`src/rtl/abr_masked_pkg.sv`:
```
// Shared types and constants for the masked AND/OR datapath blocks.
package abr_masked_pkg;

   localparam int ABR_MASKED_SHARES = 2;

   typedef enum logic {
      ABR_MASKED_AND = 1'b0,
      ABR_MASKED_OR  = 1'b1
   } abr_masked_op_e;

endpackage

```
`src/rtl/abr_masked_and_core.sv`:
```
// WIDTH-lane domain-oriented masked AND, 2 shares.
// Cross-domain products are refreshed with rnd and registered before any
// recombination; s0/s1 are only formed from the registered terms, so no
// combinational path ever mixes the two share domains ahead of the register.
module abr_masked_and_core
   import abr_masked_pkg::*;
#(
   parameter int WIDTH = 8
) (
   input  logic             clk,
   input  logic             rst_n,
   input  logic             zeroize,
   input  logic             en,
   input  logic [WIDTH-1:0] a0,
   input  logic [WIDTH-1:0] a1,
   input  logic [WIDTH-1:0] b0,
   input  logic [WIDTH-1:0] b1,
   input  logic [WIDTH-1:0] rnd,
   output logic [WIDTH-1:0] s0,
   output logic [WIDTH-1:0] s1
);

   logic [WIDTH-1:0] r00;
   logic [WIDTH-1:0] r01;
   logic [WIDTH-1:0] r10;
   logic [WIDTH-1:0] r11;

   // Reshare registers: load only with a valid operation so idle cycles do
   // not toggle share state; zeroize wins over a load.
   always_ff @(posedge clk or negedge rst_n) begin
      if (!rst_n) begin
         r00 <= '0;
         r01 <= '0;
         r10 <= '0;
         r11 <= '0;
      end else if (zeroize) begin
         r00 <= '0;
         r01 <= '0;
         r10 <= '0;
         r11 <= '0;
      end else if (en) begin
         r00 <= a0 & b0;
         r01 <= (a0 & b1) ^ rnd;
         r10 <= (a1 & b0) ^ rnd;
         r11 <= a1 & b1;
      end
   end

   assign s0 = r00 ^ r01;
   assign s1 = r10 ^ r11;

endmodule

```
`src/rtl/abr_masked_and_pipe.sv`:
```
// Masked AND/OR unit: operand pre-transform for OR (De Morgan on share 0),
// masked AND core, mode/valid pipe and optional output register stage.
// Latency is 1+OUT_REG cycles, one operation accepted per cycle.
module abr_masked_and_pipe
   import abr_masked_pkg::*;
#(
   parameter int WIDTH   = 8,
   parameter int OUT_REG = 0
) (
   input  logic             clk,
   input  logic             rst_n,
   input  logic             zeroize,
   input  logic             valid_i,
   input  logic             mode_i,
   input  logic [WIDTH-1:0] x0_i,
   input  logic [WIDTH-1:0] x1_i,
   input  logic [WIDTH-1:0] y0_i,
   input  logic [WIDTH-1:0] y1_i,
   input  logic [WIDTH-1:0] rnd_i,
   output logic             valid_o,
   output logic [WIDTH-1:0] c0_o,
   output logic [WIDTH-1:0] c1_o
);

   abr_masked_op_e   op_in;
   abr_masked_op_e   m1;
   logic             v1;
   logic [WIDTH-1:0] a0;
   logic [WIDTH-1:0] b0;
   logic [WIDTH-1:0] s0_raw;
   logic [WIDTH-1:0] s0;
   logic [WIDTH-1:0] s1;

   assign op_in = abr_masked_op_e'(mode_i);

   // OR is computed as ~(~x & ~y): inverting share 0 inverts the unmasked value.
   assign a0 = (op_in == ABR_MASKED_OR) ? ~x0_i : x0_i;
   assign b0 = (op_in == ABR_MASKED_OR) ? ~y0_i : y0_i;

   abr_masked_and_core #(
      .WIDTH (WIDTH)
   ) u_core (
      .clk     (clk),
      .rst_n   (rst_n),
      .zeroize (zeroize),
      .en      (valid_i),
      .a0      (a0),
      .a1      (x1_i),
      .b0      (b0),
      .b1      (y1_i),
      .rnd     (rnd_i),
      .s0      (s0_raw),
      .s1      (s1)
   );

   // Mode travels with its data (loaded only on valid); valid bit follows valid_i.
   always_ff @(posedge clk or negedge rst_n) begin
      if (!rst_n) begin
         m1 <= ABR_MASKED_AND;
         v1 <= 1'b0;
      end else if (zeroize) begin
         m1 <= ABR_MASKED_AND;
         v1 <= 1'b0;
      end else begin
         v1 <= valid_i;
         if (valid_i) begin
            m1 <= op_in;
         end
      end
   end

   // Output inversion completing De Morgan, applied to share 0 only.
   assign s0 = s0_raw ^ {WIDTH{m1 == ABR_MASKED_OR}};

   if (OUT_REG != 0) begin : g_out_reg
      logic             v2;
      logic [WIDTH-1:0] c0_q;
      logic [WIDTH-1:0] c1_q;

      // Output stage: captures a result only when stage 1 holds a new one.
      always_ff @(posedge clk or negedge rst_n) begin
         if (!rst_n) begin
            v2   <= 1'b0;
            c0_q <= '0;
            c1_q <= '0;
         end else if (zeroize) begin
            v2   <= 1'b0;
            c0_q <= '0;
            c1_q <= '0;
         end else begin
            v2 <= v1;
            if (v1) begin
               c0_q <= s0;
               c1_q <= s1;
            end
         end
      end

      assign valid_o = v2;
      assign c0_o    = c0_q;
      assign c1_o    = c1_q;
   end else begin : g_no_out_reg
      assign valid_o = v1;
      assign c0_o    = s0;
      assign c1_o    = s1;
   end

endmodule

```
`config.mk`:
```
export PLATFORM = sky130hd
export DESIGN_NAME = abr_masked_and_pipe
export DESIGN_NICKNAME = d
export VERILOG_FILES = /design/src/rtl/abr_masked_pkg.sv /design/src/rtl/abr_masked_and_core.sv /design/src/rtl/abr_masked_and_pipe.sv
export SDC_FILE = /design/constraint.sdc
export NUM_CORES = 1
export LEC_CHECK = 0
export CORE_AREA = 8 8 104 106
export CTS_CLUSTER_SIZE = 16
export DETAILED_ROUTE_END_ITERATION = 12
export DIE_AREA = 0 0 112 114
export PLACE_DENSITY = 0.51
export RECOVER_POWER = 50
export SLEW_MARGIN = 15
export SYNTH_ARGS = -nofsm -noshare
export SYNTH_HDL_FRONTEND = slang
export SYNTH_SLANG_ARGS = --single-unit
```
`constraint.sdc`:
```
create_clock -name clk -period 1.1 [get_ports clk]
set_input_delay 0.11 -clock clk [delete_from_list [all_inputs] [get_ports clk]]
set_output_delay 0.11 -clock clk [all_outputs]
set_load 0.1 [all_outputs]
```
==> results of run 1 <==
## cells by family (layout without fill, tap and decap cells)
family                 Yosys count  count (layout)
buffers and inverters           16              96
XOR/XNOR                        40              40
AO/OA/AOI/OAI                   48              48
flip-flops                      34              34
multiplexers                     1               1
AND/OR/NAND/NOR                 81              81
## final timing paths
check,to,depth (start not counted)
min in group asynchronous,u_core.r11[1],2
max in group asynchronous,u_core.r11[7],3
worst max register to register,m1,3
worst min-delay path,valid_o,3
worst min register to register,u_core.r01[7],2
worst max-delay path,c0_o[5],3
## placed cells by master, fill, tap and decap left out, types with 2 or more instances in the layout
cell	instances
clkdlybuf4s50_1	40
nor2_1	32
nand3b_1	24
a311oi_1	23
dfrtp_1	20
buf_4	20
buf_12	20
a21bo_1	16
xor2_1	14
dfrtp_2	14
xor2_4	8
xnor2_2	8
xnor2_4	8
nand2b_1	8
nand3_1	8
a21oi_1	8
nand2_1	7
clkbuf_8	6
xor2_2	2
bufinv_16	2
dlygate4sd3_1	2
## critical path: stages (launching register included)
cell and delay, ns:
dfrtp_1 0.41, xnor2_2 0.27, xnor2_4 0.17, buf_12 0.20
## what timing repair did
action / 4_1_cts / 5_1_grt
endpoints found under the setup margin: 33 / 17
buffers inserted: 0 / 2
endpoints found under the hold margin: 12 / 0
resized for setup: 19 / 3
pin swaps: 20 / 12
cloned: 1 / 0
hold buffers: 1 / 0
## power groups by stage
stage	Clock [W]	Sequential, W	Combinational [W]
6_report	0.00145	0.00143	0.00210
5_1_grt	0.00156	0.00144	0.00220
4_1_cts	0.00150	0.00143	0.00212
3_5_place_dp	0	0.00145	0.00210
3_3_place_gp	0	0.00145	0.00209
2_1_floorplan	0	0.00145	0.00130
## metrics by stage
step	cell area (um2)	std cells	setup WS [ns]	utilization (%)
6_report	3770	411	-0.355	41.4
3_5_place_dp	3550	399	-0.489	38.9
4_1_cts	3760	409	-0.360	41.3
3_3_place_gp	3550	399	-0.425	38.9
2_1_floorplan	2510	220	-0.193	-
5_1_grt	3770	411	-0.417	41.4
## flip-flops by register name, summed over array words and instances (netlist names)
name,cells
valid_o,1
m1,1
u_core.r00,8
u_core.r10,8
u_core.r01,8
u_core.r11,8
## metal layers
layer / global-route usage [%] / routed length [um]
met5: 0 / 0
met4: 3.78 / 85
met3: 2.75 / 270
met2: 16.4 / 2810
met1: 10.9 / 2370
## layout make-up
type	count	area (um2)	area share (%)
flip-flops and latches	34	868	23.0
clock inverters	2	60.1	1.59
repair buffers	88	1040	27.6
clock buffers	6	82.6	2.19
well taps	111	139	3.68
multi-input cells	170	1580	42.0
==> run_results.csv, run 1 <==
group,metric,value,unit
run_status,outcome,"finished, violations left",
run_status,failed_checks,"setup timing",
logic_synthesis,yosys-top-cells-count,"34 x dfrtp_1, 32 x nor2_1, 24 x a311oi_1, 24 x nand3b_1, 24 x xor2_1",
logic_synthesis,yosysTopAreaCellShare,39.7,%
cts,path_clk_slew,0.08,ns
routing,post_drt_wl_per_cell,13.5,um
hold_path,min-delay-start,"valid_i",
power,power_frac_clock,29.1,%
grt,grt_pass1_wl,9.72,mm
cts,cts_buffers,5,
logic_synthesis,synth_seq_cells,34,
sta,whs,0.332,ns
logic_synthesis,synth.distinct_cells,17,
cts,clkLatencyLatePin,0.29,ns
sta,fin_ws,-0.355,ns
grt,antenna_found_initial,0,
power,p_int,0.00324,W
power,p_seq_share,28.7,%
placement,port_buffers,61,
floorplanning,initial_core_util,23.5,%
run,timing.max_cap.violations,0,
hold_path,hp-class,"input pin to flop",
sta,rsz0062_at_grt,"yes",
routing,viasPerCell,4.40,
logic_synthesis,ys_seq_area_share,39.7,%
logic_synthesis,yosys-top-cells-area,"dfrtp_1 40%, a311oi_1 9.8%, xor2_1 9.8%",
grt,gr-usage-all-layers,9.50,%
logic_synthesis,synthCells,220,
placement,dpl.hpwl,4.18,mm
logic_synthesis,synth_area,2140,um2
setup_path,cp.arrival,1.34,ns
sta,slew_viol_final,0,
logic_synthesis,synth_top_family_by_area,"simple AND/OR/NAND/NOR gates",
logic_synthesis,synth_mux_area_share,0.468,%
logic_synthesis,synthMostInstantiatedCell,"dfrtp_1",
floorplanning,fp-row-count,35,
sta,period_share,132,%
setup_path,critPathCaptureType,"output pin",
power,peakVddDrop,0.555,mV
logic_synthesis,synth_top_flop_cell,"dfrtp_1",
sta,fin_tns_setup,-3.61,ns
cts,clock_sinks,34,
grt,grt_pass1_vias,1989,
finish,area_growth_syn_to_layout,76.3,%
sta,worst_pin_slew,0.766,ns
setup_path,critical_path.max_fanout,2,
setup_path,cp.required,0.99,ns
floorplanning,die_x,112,um
logic_synthesis,synth_compound_area_share,19.2,%
setup_path,timing.rr.start,"m1",
cts,cts_tree,"yes",
power,sw_frac_of_total,35.0,%
power,p_comb_share,42.2,%
sta,hold_violations,0,
setup_path,startpoint,"u_core.r01[5]",
routing,ant_nets,0,
sta,skew,0,ns
sta,fmax,688,MHz
logic_synthesis,synth_top_area_cell,"dfrtp_1",
cts,clockRootBuffer,"clkbuf_8",
setup_path,worstSetupPathType,"flop to output pin",
cts,cts.path.max_buffers,2,
finish,drive_gt1_share,31.3,%
power,power,0.00498,W
logic_synthesis,synth-edff-count,0,
finish,antenna_cells,0,
sta,setup_viol_count_final,16,
finish,fin_nets,344,
logic_synthesis,avgSynthCellArea,9.73,um2
sta,finalCriticalPeriod,1.45,ns
routing,drc,0,
grt,grt_overflow,0,
floorplanning,fp.dieArea,12800,um2
placement,place_congestion,0.704,
finish,nFillCells,875,
sta,slew_headroom,49.0,%
routing,drt_iter0_drc,53,
routing,first_pass_iters,4,
grt,grt_max_degree,67,
floorplanning,core_area,9110,um2
logic_synthesis,synth_fa_ha_area_share,0,%
setup_path,rrSetupSlack,0.19,ns
logic_synthesis,yosysWarnings,0,
logic_synthesis,synthXorXnorAreaFrac,16.4,%
logic_synthesis,syn-num-nets,265,
cts,h-tree-depth,2,
power,p_leak,1.53,nW
power,p_switching,0.00174,W
routing,vias,1808,
power,p_per_area,1320,nW/um2
logic_synthesis,async_flop_share,100,%
setup_path,startpoint_type,"flop",
floorplanning,io_pins,62,
floorplanning,die_h,114,um
logic_synthesis,synth_simple_gate_area_share,20.2,%
routing,routed_wl,5.54,mm
No activity file was read; power rests on OpenSTA's default activity.
==> run 2, diff against run 1 <==
--- a/config.mk
+++ b/config.mk
@@ -11,6 +11,7 @@
 export DIE_AREA = 0 0 112 114
 export PLACE_DENSITY = 0.51
 export RECOVER_POWER = 50
+export SETUP_SLACK_MARGIN = 0.05
 export SLEW_MARGIN = 15
 export SYNTH_ARGS = -nofsm -noshare
 export SYNTH_HDL_FRONTEND = slang
==> run_results.csv, run 2 (same netlist as run 1, synthesis figures left out) <==
group,metric,value,unit
sta,period_share,133,%
run_status,outcome,"finished, violations left",
finish,area_growth_syn_to_layout,78.1,%
sta,worst_pin_slew,0.766,ns
sta,fin_tns_setup,-3.65,ns
power,p_leak,1.57,nW
grt,antenna_found_initial,0,
setup_path,path_cells,"xnor2_2 -> xnor2_4 -> buf_12",
sta,setup_viol_count_final,16,
floorplanning,fp-row-count,35,
placement,dp_slack,-0.489,ns
floorplanning,die_h,114,um
finish,fin_nets,344,
setup_path,startpoint_type,"flop",
sta,slew_headroom,49.0,%
cts,path_clk_slew,0.08,ns
sta,skew,0,ns
run,timing.max_cap.violations,0,
placement,dpl.hpwl,4.18,mm
floorplanning,die_x,112,um
setup_path,crit_slowest_cell,"dfrtp_1",
setup_path,cp.required,0.99,ns
sta,hold_violations,0,
grt,gr-usage-all-layers,9.50,%
floorplanning,core_area,9110,um2
setup_path,cp.arrival,1.35,ns
routing,vias,1823,
routing,routed_wl,5.57,mm
sta,fmax,686,MHz
routing,post_drt_wl_per_cell,13.5,um
power,p_per_area,1310,nW/um2
placement,port_buffers,61,
setup_path,critical_path.max_fanout,2,
sta,whs,0.212,ns
placement,place_congestion,0.704,
finish,nFillCells,873,
finish,antenna_cells,0,
floorplanning,io_pins,62,
routing,drc,0,
setup_path,cp_top_family,"XOR/XNOR gates",
setup_path,critPathCaptureType,"output pin",
routing,drt_iter0_drc,64,
cts,clockRootBuffer,"clkbuf_8",
setup_path,critPathMaxStageDelay,0.41,ns
sta,finalCriticalPeriod,1.46,ns
grt,grt_overflow,0,
cts,clock_sinks,34,
setup_path,worstSetupPathType,"flop to output pin",
run_status,failed_checks,"setup timing",
grt,grt_pass1_vias,1989,
floorplanning,initial_core_util,23.5,%
routing,viasPerCell,4.44,
sta,fin_ws,-0.359,ns
cts,h-tree-depth,2,
routing,ant_nets,0,
cts,clkLatencyLatePin,0.29,ns
power,peakVddDrop,0.567,mV
power,power,0.00500,W
finish,final_cell_mix,"36 x clkdlybuf4s50_1, 32 x nor2_1, 24 x nand3b_1",
finish,final_common_cell,"clkdlybuf4s50_1",
floorplanning,fp.dieArea,12800,um2
hold_path,hp-class,"input pin to flop",
cts,cts_tree,"yes",
sta,slew_viol_final,0,
grt,grt_max_degree,67,
setup_path,critical_path_buf_inv_count,1,
sta,rsz0062_at_grt,"yes",
routing,first_pass_iters,4,
cts,cts_buffers,5,
grt,grt_pass1_wl,9.72,mm
finish,final_core_util,41.9,%
cts,cts.path.max_buffers,2,
finish,drive_gt1_share,33.0,%
-- run 2: cell types whose count changed in the layout (fill, tap and decap cells not counted), sizes merged --
cell           before  now
buf                42   44
clkdlybuf4s15       1    0
clkbuf              8    7
dlymetal6s2s        0    4
clkdlybuf4s50      40   36
-- run 2: layout make-up --
cell class,count,area (um2),share of cell area (%)
Multi-Input combinational cell,170,1620,42.5
Timing Repair Buffer,88,1040,27.4
Sequential cell,34,868,22.8
Tap cell,111,139,3.64
Clock buffer,6,82.6,2.17
Clock inverter,2,60.1,1.58
-- run 2: path summary, 6_finish.rpt --
check,slack (ns),to,cells after the start,start
worst max-delay path,-0.36,c0_o[5],3,u_core.r01[5]
worst min-delay path,0.21,u_core.r00[6],3,y0_i[6]
worst max register to register,0.19,m1,3,m1
worst min register to register,0.60,u_core.r01[7],2,u_core.r01[7]
max in group asynchronous,0.09,u_core.r11[7],3,rst_n
min in group asynchronous,0.40,u_core.r11[1],2,rst_n
-- run 2: metal layers --
metal | track usage (%) | part of all wire (%) | up-vias
met1 | 10.9 | 42 | 851
met2 | 16.4 | 51 | 40
met3 | 2.75 | 4.6 | 5
li1 | - | - | 927
met5 | 0 | 0 | -
met4 | 3.78 | 1.5 | 0
-- run 2: per-stage QoR --
stage,std cells,instance area (um2)
3_5_place_dp,399,3550
2_1_floorplan,220,2510
6_report,411,3810
3_3_place_gp,399,3550
5_1_grt,411,3810
4_1_cts,409,3760
-- run 2: worst reg2reg max path, stage by stage, from the launching register on --
cell	delay [ns]
dfrtp_1	0.42
buf_4	0.19
mux2i_1	0.12
nor2_1	0.05
-- run 2: power by group --
part / switching, W / total, W / internal (W)
registers: 0.0000964 / 0.00143 / 0.00133
clock network: 0.000492 / 0.00146 / 0.000968
logic: 0.00117 / 0.00211 / 0.000939
total: 0.00176 / 0.00500 / 0.00324
-- run 2: timing repair --
action / 4_1_cts / 5_1_grt
setup buffers: 0 / 2
pin swaps: 20 / 16
hold buffers: 1 / 0
setup endpoints to repair: 33 / 24
gates resized for setup: 19 / 13
gates cloned: 1 / 0
hold endpoints to repair: 12 / 0
==> run 3, diff against run 2 <==
--- a/config.mk
+++ b/config.mk
@@ -11,7 +11,6 @@
 export DIE_AREA = 0 0 112 114
 export PLACE_DENSITY = 0.51
 export RECOVER_POWER = 50
-export SETUP_SLACK_MARGIN = 0.05
 export SLEW_MARGIN = 15
 export SYNTH_ARGS = -nofsm -noshare
 export SYNTH_HDL_FRONTEND = slang
==> results of run 3 <==
No change in the layout: final DEF, timing and power equal those of run 1.
